[src/rtl/decouple_controller_if.sv]
// -----------------------------------------------------------------------------
// decouple_controller_if
//
// Purpose:
//   Bundles the request, transaction-tracking, status and error signals that
//   pass between the host side (register block, partition transaction monitor
//   and decouple_pipeline) and decouple_controller.
//
// Modports:
//   master - host side. Drives req_decouple, txn_start, txn_done,
//            decouple_status and clear_err. Observes every controller output.
//   slave  - decouple_controller. Consumes the host-side signals and drives
//            decouple_control, decoupled, coupled, outstanding, timeout_err
//            and count_err.
//
// Parameter:
//   OUTSTANDING_W - width of the outstanding-transaction count. It must match
//                   the controller instance that is attached.
// -----------------------------------------------------------------------------
interface decouple_controller_if #(
  parameter int OUTSTANDING_W = 8
);

  logic                     req_decouple;
  logic                     txn_start;
  logic                     txn_done;
  logic                     decouple_status;
  logic                     clear_err;

  logic                     decouple_control;
  logic                     decoupled;
  logic                     coupled;
  logic [OUTSTANDING_W-1:0] outstanding;
  logic                     timeout_err;
  logic                     count_err;

  modport master (
    output req_decouple,
    output txn_start,
    output txn_done,
    output decouple_status,
    output clear_err,
    input  decouple_control,
    input  decoupled,
    input  coupled,
    input  outstanding,
    input  timeout_err,
    input  count_err
  );

  modport slave (
    input  req_decouple,
    input  txn_start,
    input  txn_done,
    input  decouple_status,
    input  clear_err,
    output decouple_control,
    output decoupled,
    output coupled,
    output outstanding,
    output timeout_err,
    output count_err
  );

endinterface

[src/rtl/decouple_controller.sv]
// -----------------------------------------------------------------------------
// decouple_controller
//
// Purpose:
//   Sequences the decouple/recouple handshake for a reconfigurable partition.
//   The host gives a level request. The controller drives decouple_control
//   into decouple_pipeline and then waits for the pipelined copy to return on
//   decouple_status. When decoupling, it also waits for in-flight partition
//   transactions to drain. That drain wait is bounded by DRAIN_TIMEOUT.
//
// Ports:
//   clk    - clock. All logic is updated on the rising edge.
//   reset  - asynchronous, active-high reset.
//   bus    - decouple_controller_if.slave:
//              req_decouple     in   1 = decouple partition, 0 = couple
//              txn_start        in   pulse per transaction issued
//              txn_done         in   pulse per transaction completed
//              decouple_status  in   pipelined copy of decouple_control
//              clear_err        in   clears both sticky error flags
//              decouple_control out  registered decouple command
//              decoupled        out  high only in DECOUPLED
//              coupled          out  high only in COUPLED
//              outstanding      out  in-flight transaction count
//              timeout_err      out  sticky: drain timeout forced decouple
//              count_err        out  sticky: counter over/underflow attempted
//
// Parameters:
//   DRAIN_TIMEOUT - cycles allowed in WAIT_DEC before completion is forced.
//                   Must be >= 1.
//   OUTSTANDING_W - width of the outstanding-transaction counter.
// -----------------------------------------------------------------------------
module decouple_controller #(
  parameter int DRAIN_TIMEOUT = 1024,
  parameter int OUTSTANDING_W = 8
) (
  input  logic                   clk,
  input  logic                   reset,
  decouple_controller_if.slave   bus
);

  localparam int TIMER_W = $clog2(DRAIN_TIMEOUT + 1);
  localparam logic [TIMER_W-1:0]       TIMER_MAX  = TIMER_W'(DRAIN_TIMEOUT);
  localparam logic [TIMER_W-1:0]       TIMER_LAST = TIMER_W'(DRAIN_TIMEOUT - 1);
  localparam logic [OUTSTANDING_W-1:0] CNT_MAX    = '1;
  localparam logic [OUTSTANDING_W-1:0] CNT_ONE    = OUTSTANDING_W'(1);
  localparam logic [TIMER_W-1:0]       TIMER_ONE  = TIMER_W'(1);

  typedef enum logic [1:0] {
    ST_COUPLED   = 2'd0,
    ST_WAIT_DEC  = 2'd1,
    ST_DECOUPLED = 2'd2,
    ST_WAIT_COUP = 2'd3
  } state_t;

  state_t                   state_q,       state_d;
  logic                     ctrl_q,        ctrl_d;
  logic                     decoupled_q,   decoupled_d;
  logic                     coupled_q,     coupled_d;
  logic [OUTSTANDING_W-1:0] outstanding_q, outstanding_d;
  logic [TIMER_W-1:0]       timer_q,       timer_d;
  logic                     timeout_err_q, timeout_err_d;
  logic                     count_err_q,   count_err_d;

  logic force_clear;
  logic timeout_set;
  logic count_set;

  // State transitions and the drain timer.
  // The timeout comparison uses >= rather than ==. The timer saturates, so if
  // decouple_status is still low when the drain window ends, the timeout
  // stays armed and fires as soon as the status returns. It does not
  // deadlock.
  always_comb begin
    state_d     = state_q;
    timer_d     = timer_q;
    force_clear = 1'b0;
    timeout_set = 1'b0;

    case (state_q)
      ST_COUPLED: begin
        if (bus.req_decouple) begin
          state_d = ST_WAIT_DEC;
          timer_d = '0;
        end
      end

      ST_WAIT_DEC: begin
        if (timer_q != TIMER_MAX) begin
          timer_d = timer_q + TIMER_ONE;
        end
        if (bus.decouple_status && (outstanding_q == '0)) begin
          state_d = ST_DECOUPLED;
        end else if (bus.decouple_status && (timer_q >= TIMER_LAST)) begin
          state_d     = ST_DECOUPLED;
          timeout_set = 1'b1;
          force_clear = 1'b1;
        end
      end

      ST_DECOUPLED: begin
        if (!bus.req_decouple) begin
          state_d = ST_WAIT_COUP;
        end
      end

      ST_WAIT_COUP: begin
        if (!bus.decouple_status) begin
          state_d = ST_COUPLED;
        end
      end

      default: begin
        state_d = ST_DECOUPLED;
      end
    endcase
  end

  // The outputs are derived from the next state, so they are registered and
  // change together with the state itself. The command is high whenever the
  // controller is heading towards, or sitting in, the decoupled condition.
  always_comb begin
    ctrl_d      = (state_d == ST_WAIT_DEC) || (state_d == ST_DECOUPLED);
    decoupled_d = (state_d == ST_DECOUPLED);
    coupled_d   = (state_d == ST_COUPLED);
  end

  // Outstanding-transaction counter. A forced clear on timeout overrides that
  // cycle's start/done pulses. Overflow and underflow hold the count and flag
  // the error.
  always_comb begin
    outstanding_d = outstanding_q;
    count_set     = 1'b0;

    if (force_clear) begin
      outstanding_d = '0;
    end else if (bus.txn_start && !bus.txn_done) begin
      if (outstanding_q == CNT_MAX) begin
        count_set = 1'b1;
      end else begin
        outstanding_d = outstanding_q + CNT_ONE;
      end
    end else if (bus.txn_done && !bus.txn_start) begin
      if (outstanding_q == '0) begin
        count_set = 1'b1;
      end else begin
        outstanding_d = outstanding_q - CNT_ONE;
      end
    end
  end

  // Sticky error flags. A new error in the same cycle as clear_err is kept,
  // so that no event is lost.
  always_comb begin
    timeout_err_d = timeout_err_q;
    count_err_d   = count_err_q;

    if (timeout_set) begin
      timeout_err_d = 1'b1;
    end else if (bus.clear_err) begin
      timeout_err_d = 1'b0;
    end

    if (count_set) begin
      count_err_d = 1'b1;
    end else if (bus.clear_err) begin
      count_err_d = 1'b0;
    end
  end

  // Single state register. The reset value is DECOUPLED with the command
  // high, which matches the reset value of decouple_pipeline.
  always_ff @(posedge clk or posedge reset) begin
    if (reset) begin
      state_q       <= ST_DECOUPLED;
      ctrl_q        <= 1'b1;
      decoupled_q   <= 1'b1;
      coupled_q     <= 1'b0;
      outstanding_q <= '0;
      timer_q       <= '0;
      timeout_err_q <= 1'b0;
      count_err_q   <= 1'b0;
    end else begin
      state_q       <= state_d;
      ctrl_q        <= ctrl_d;
      decoupled_q   <= decoupled_d;
      coupled_q     <= coupled_d;
      outstanding_q <= outstanding_d;
      timer_q       <= timer_d;
      timeout_err_q <= timeout_err_d;
      count_err_q   <= count_err_d;
    end
  end

  assign bus.decouple_control = ctrl_q;
  assign bus.decoupled        = decoupled_q;
  assign bus.coupled          = coupled_q;
  assign bus.outstanding      = outstanding_q;
  assign bus.timeout_err      = timeout_err_q;
  assign bus.count_err        = count_err_q;

endmodule

[src/flat_wrapper.sv]
// flat-port wrapper written by rule: the top's interface ports become plain ports
module decouple_controller_flat 
#(
  parameter int DRAIN_TIMEOUT = 1024,
  parameter int OUTSTANDING_W = 8
)
  (clk, reset, bus_req_decouple, bus_txn_start, bus_txn_done, bus_decouple_status, bus_clear_err, bus_decouple_control, bus_decoupled, bus_coupled, bus_outstanding, bus_timeout_err, bus_count_err);
  decouple_controller_if #(.OUTSTANDING_W(OUTSTANDING_W)) bus_i ();
  input  logic clk;
  input  logic reset;
  input wire logic [$bits(bus_i.req_decouple)-1:0] bus_req_decouple;
  input wire logic [$bits(bus_i.txn_start)-1:0] bus_txn_start;
  input wire logic [$bits(bus_i.txn_done)-1:0] bus_txn_done;
  input wire logic [$bits(bus_i.decouple_status)-1:0] bus_decouple_status;
  input wire logic [$bits(bus_i.clear_err)-1:0] bus_clear_err;
  output wire logic [$bits(bus_i.decouple_control)-1:0] bus_decouple_control;
  output wire logic [$bits(bus_i.decoupled)-1:0] bus_decoupled;
  output wire logic [$bits(bus_i.coupled)-1:0] bus_coupled;
  output wire logic [$bits(bus_i.outstanding)-1:0] bus_outstanding;
  output wire logic [$bits(bus_i.timeout_err)-1:0] bus_timeout_err;
  output wire logic [$bits(bus_i.count_err)-1:0] bus_count_err;
  assign bus_i.req_decouple = bus_req_decouple;
  assign bus_i.txn_start = bus_txn_start;
  assign bus_i.txn_done = bus_txn_done;
  assign bus_i.decouple_status = bus_decouple_status;
  assign bus_i.clear_err = bus_clear_err;
  assign bus_decouple_control = bus_i.decouple_control;
  assign bus_decoupled = bus_i.decoupled;
  assign bus_coupled = bus_i.coupled;
  assign bus_outstanding = bus_i.outstanding;
  assign bus_timeout_err = bus_i.timeout_err;
  assign bus_count_err = bus_i.count_err;
  decouple_controller #(.DRAIN_TIMEOUT(DRAIN_TIMEOUT), .OUTSTANDING_W(OUTSTANDING_W)) u_core (.clk(clk), .reset(reset), .bus(bus_i));
endmodule
[config.mk]
export PLATFORM = sky130hd
export DESIGN_NAME = decouple_controller_flat
export DESIGN_NICKNAME = d
export VERILOG_FILES = /design/src/rtl/decouple_controller_if.sv /design/src/rtl/decouple_controller.sv /design/src/flat_wrapper.sv
export SDC_FILE = /design/constraint.sdc
export NUM_CORES = 1
export LEC_CHECK = 0
export CAP_MARGIN = 20
export CORE_MARGIN = 5
export CORE_UTILIZATION = 35
export CTS_CLUSTER_SIZE = 25
export DETAILED_ROUTE_END_ITERATION = 10
export SLEW_MARGIN = 10
export SYNTH_ARGS = -nofsm -noshare
export SYNTH_HDL_FRONTEND = slang
export SYNTH_SLANG_ARGS = --single-unit
[constraint.sdc]
create_clock -name clk -period 3 [get_ports clk]
set_clock_uncertainty 0.2 [all_clocks]
set_input_delay 0.6 -clock clk [delete_from_list [all_inputs] [get_ports clk]]
set_output_delay 0.6 -clock clk [all_outputs]
set_load 0.05 [all_outputs]
* Yosys cells after proc, flatten, opt, wreduce, memory -nomap -nowiden
Cells that the tools add are included.
Widths: inputs -> output; s select.
** Storage, ports and cells
- Input port bits :: 7
- Register bits after elaboration :: 26
- Logic and storage cells :: 64
- Output and inout bits :: 13
** Cells by class
- $lt $le $gt $ge :: 1
- Multiplexer cells :: 25
- Equal/unequal tests :: 11
- Reduce and logical (&&, ||, !) cells :: 16
- Add/sub/neg operators :: 3
** Operators by type and width (number)
- $mux 8 :: 5
- $mux 11 :: 2
- $pmux 11 s2 :: 1
- $add 11x1->11 const B :: 1
- $ge 11x10->1 const B :: 1
- $mux 1 :: 11
- $ne 11x11->1 const B :: 1
- $mux 2 :: 5
- $add 8x1->8 const B :: 1
- $eq 8x8->1 const B :: 1
- $logic_not 8->1 :: 1
- $pmux 2 s4 :: 1
- $sub 8x1->8 const B :: 1
- $eq 2x2->1 const B :: 3
- $reduce_and 3->1 :: 2
- $reduce_bool 2->1 :: 3
- $eq 2x1->1 const B :: 2
- $logic_and 1x1->1 :: 4
- $logic_not 2->1 :: 2
- $ne 3x1->1 const B :: 1
- $ne 3x2->1 const B :: 1
- $reduce_bool 3->1 :: 1
- $logic_not 1->1 :: 2
- $ne 2x1->1 const B :: 1
- 2 further kinds :: 2

* Depth between registers and ports, before layout
- Word-level depth :: 7
- Depth in mapped cells :: 10
- Gate-level depth less buffers :: 9

* Worst setup path before layout
No wires, ideal clock.
- Path type :: input-to-reg
- From :: in bus_txn_done
- To :: reg u_core.outstanding_q[7], in the netlist u_core.bus.outstanding[7]
- Stages on the path :: 9
- Required time :: 2.723 ns
- Path slack :: 0.251 ns
- Data arrival time :: 2.472 ns
- Path buffers :: 0
- Setup time :: 0.077 ns
- Path through :: inv_1 ha_1 inv_1 ha_1 a211oi_1 o21ai_1 a2111o_1 a21o_2 a21oi_1
** On the way
- Longest elaborated chain between the ends :: 4
- Elaborated cells on any way between the ends :: 9
- Those cells by class :: eq/ne (2); mux (2); reduce/logical (5)
** Ends and longest elaborated chain
- start: declaration :: line flat_wrapper.sv:13 : input wire logic [$bits(bus_i.txn_done)-1:0] bus_txn_done;
- $logic_not 1->1 :: line decouple_controller.sv:136 : end else if (bus.txn_start && !bus.txn_done) begin
- $logic_and 1x1->1 :: line decouple_controller.sv:136
- $ne 3x2->1 (no source line), or another cell as far along
- $reduce_and 3->1 (no source line) or $mux 8 (tied branches)
- end signal: assignment :: line decouple_controller.sv:187 : outstanding_q <= outstanding_d;
- end: declaration :: line decouple_controller.sv:59 : logic [OUTSTANDING_W-1:0] outstanding_q, outstanding_d;
Several ways; a longest one is shown, not always the timed one.
A chain may end at the register's enable or synchronous reset.

* Worst setup path after layout
- From :: in bus_txn_start
- To :: reg u_core.outstanding_q[7], in the netlist u_core.bus.outstanding[7]
** On the way
- Longest elaborated chain between the ends :: 4
- Elaborated cells on any way between the ends :: 9
- Those cells by class :: eq/ne (2); mux (2); reduce/logical (5)
** Ends and longest elaborated chain
- start: declaration :: line flat_wrapper.sv:12 : input wire logic [$bits(bus_i.txn_start)-1:0] bus_txn_start;
- $logic_not 1->1 :: line decouple_controller.sv:142 : end else if (bus.txn_done && !bus.txn_start) begin
- $logic_and 1x1->1 :: line decouple_controller.sv:142
- $reduce_bool 3->1 (no source line)
- $reduce_and 3->1 (no source line)
Several ways; a longest one is shown, not always the timed one.

==> impl_metrics.tcl <==
set metrics [dict create \
    outcome "completed" \
    dp_worst_setup_slack_ns -0.155 \
    syn_to_final_growth_pct 28.7 \
    tns_ns 0 \
    end_kind "flop" \
    routabilityCongestion 0.797 \
    hp-class "reg -> reg" \
    hold_buffers 0 \
    cts_made_buffers 3 \
    cpMaxStageDelayCell "clkdlybuf4s50_1" \
    most-common-layout-cells "23 x nor2_1, 23 x dfrtp_1, 20 x buf_4" \
    synth_mux_area_frac 0.0234 \
    yosys_warnings 0 \
    synth-compound-area-share 0.161 \
    synth-async-reset-ratio 1.00 \
    drtAntennaViolNets 0 \
    crit_path_start_kind "input port" \
    cts.reportedPaths.clkPinSlew_ns 0.10 \
    post_drt_wl_per_cell_um 12.6 \
    core_area_mm2 0.00472 \
    cts_tree "yes" \
    critical_path.most_common_cell "buf_4" \
    critPathKind "in -> reg" \
    clkSinkCount 26 \
    synth-simple-area-share 0.227 \
    place.port_buffers 19 \
    dr.first_iter.drc_count 70 \
    synth_fa_ha_area_frac 0.0921 \
    path_cells "clkdlybuf4s50_1 -> ha_2 -> inv_2 -> buf_4 -> ha_1 -> buf_4 -> nor3_2 -> o21bai_1 -> a2111o_1 -> a21o_2 -> a21oi_1" \
    dieHeight_um 79.9 \
    crit_required_ns 3.00 \
    setup_ws_ns 0.177 \
    synth-main-ff-cell "dfrtp_1" \
    cp_max_fo 6 \
    slew_headroom 0.649 \
    cts_buffer_depth 2 \
    synth_cell_type_count 50 \
    grt_pass1_vias 1401 \
    totalWireLength_um 3680 \
    syn_inst 186 \
    synth_nets 205 \
    hold_viol_final 0 \
    rsz0062_at_grt "false" \
    arrival_ns 2.83 \
    clockRootBuffer "clkbuf_8" \
    first_pass_iters 4 \
    htree_levels 1 \
    antenna_found_initial 0 \
    synth_area_per_cell_um2 9.20 \
    slew_viol_final 0 \
    synth_edf_count 0 \
    power_density_mw_per_mm2 1030 \
    dp_hpwl_um 2720 \
    period_minus_slack_ns 2.82 \
    synth_seq_cells 26 \
    setup_viol 0 \
    fp.dieW_um 79.9 \
    row_count 25 \
    io_pins 20 \
    grt_pass1_wl_um 6600 \
    die_area_mm2 0.00639 \
    nets 246 \
    yosysSeqAreaShare 0.382 \
    num_antenna_cells 0 \
    synth_top_family_by_area "simple AND/OR/NAND/NOR gates" \
    leakage_nw 0.947 \
    netlist_area_mm2 0.00171 \
    start_util 0.362 \
    clk_latency_ns 0.28 \
    grt_max_degree 27 \
    vias 1407 \
    synth_top_area_share 0.336 \
    layout-drive-gt1-share 0.186 \
    worst_pin_slew_ns 0.514 \
    viasPerCell 4.80 \
    grt_overflow_total 0 \
    drcViolationCount 0 \
    yosysTopAreaCell "dfrtp_1" \
    fmax_ghz 0.354 \
    synth.area.top_cells "dfrtp_1 34%, ha_1 8.0%, nor2_1 5.0%" \
    nFillCells 448 \
    fin_util 0.466 \
    fin_crit_sh 0.941 \
    drv_cap 0 \
    cp_slowest_stage_delay_ns 0.48 \
    peakVddDrop_mv 0.453 \
    track_usage 0.130 \
    synthXorXnorAreaFrac 0.0614 \
]
-- worst paths after layout --
kind / from / to / slack (ns) / cells after the start
worst max-delay path: bus_txn_start / u_core.bus.outstanding[7] / 0.18 / 11
worst min-delay path: u_core.bus.timeout_err / u_core.bus.timeout_err / 0.29 / 1
worst max register to register: u_core.timer_q[0] / u_core.bus.decouple_control / 0.68 / 8
worst min register to register: u_core.bus.timeout_err / u_core.bus.timeout_err / 0.29 / 1
max in group asynchronous: reset / u_core.bus.decouple_control / 1.84 / 3
min in group asynchronous: reset / u_core.timer_q[3] / 0.46 / 3
-- final cells by class --
| class | count | area, um^2 | area share |
|---|---|---|---|
| Multi-Input combinational cell | 142 | 981 | 0.445 |
| Sequential cell | 26 | 654 | 0.297 |
| Timing Repair Buffer | 40 | 360 | 0.164 |
| Tap cell | 67 | 83.8 | 0.0380 |
| Inverter | 14 | 52.6 | 0.0239 |
| Clock buffer | 3 | 41.3 | 0.0187 |
| Clock inverter | 1 | 30.0 | 0.0136 |
-- cells by family after synthesis --
group,after synthesis
xor gates and xnor gates,12
buffers and inverters,18
AOI/OAI and AO/OA,41
adders and majority gates,12
DFF,26
and+or+nand+nor,73
muxes,4
-- Yosys cell counts (4+ instances only) --
library cell and count:
xor2_1 5, nand2b_1 4, a21oi_1 10, dfrtp_1 23
ha_1 11, inv_1 14, mux2i_1 4, o21ai_0 8
nor3_1 4, nand3_1 5, nand2_1 13, nor2_1 23
xnor2_1 7
-- registers in the layout (all words and copies together) (netlist names) --
name,flops
u_core.timer_q,11
u_core.bus.decouple_control,1
u_core.state_q,2
u_core.bus.outstanding,8
u_core.bus.coupled,1
u_core.bus.count_err,1
u_core.bus.timeout_err,1
u_core.bus.decoupled,1
-- report_power, final --
part	internal (W)	switching, W	total, W	leakage, nW
clock	0.000179	0.000115	0.000294	0.0357
combinational	0.000594	0.000714	0.00131	0.590
sequential	0.000481	0.000176	0.000657	0.321
-- worst max-delay path: cells and delay by family --
family | cells | cell delay, ns
AOI/OAI and AO/OA | 4 | 0.83
adders and majority gates | 2 | 0.39
buffers and inverters | 4 | 0.83
and+or+nand+nor | 1 | 0.16
-- per-stage QoR --
step           cells  hold slack [ns]  total power, W  instance area (um^2)
2_1_floorplan    186            0.288         0.00153                  1710
3_3_place_gp     289            0.276         0.00194                  2120
3_5_place_dp     289            0.266         0.00195                  2120
4_1_cts          293            0.301         0.00226                  2190
5_1_grt          293            0.340         0.00245                  2200
6_report         293            0.291         0.00226                  2200
-- repair_timing --
item / CTS / global route
endpoints found under the hold margin: 0 / 0
setup endpoints to repair: 0 / 1
buffers inserted: 0 / 0
gates resized for setup: 0 / 5
-- routing by layer --
| layer | track usage | vias up | part of all wire |
|---|---|---|---|
| li1 | - | 741 | - |
| met1 | 0.194 | 647 | 0.54 |
| met2 | 0.193 | 15 | 0.43 |
| met3 | 0.0181 | 4 | 0.023 |
| met4 | 0.0355 | 0 | 0.011 |
| met5 | 0 | - | 0 |
Power figures use the tool's default switching activity.
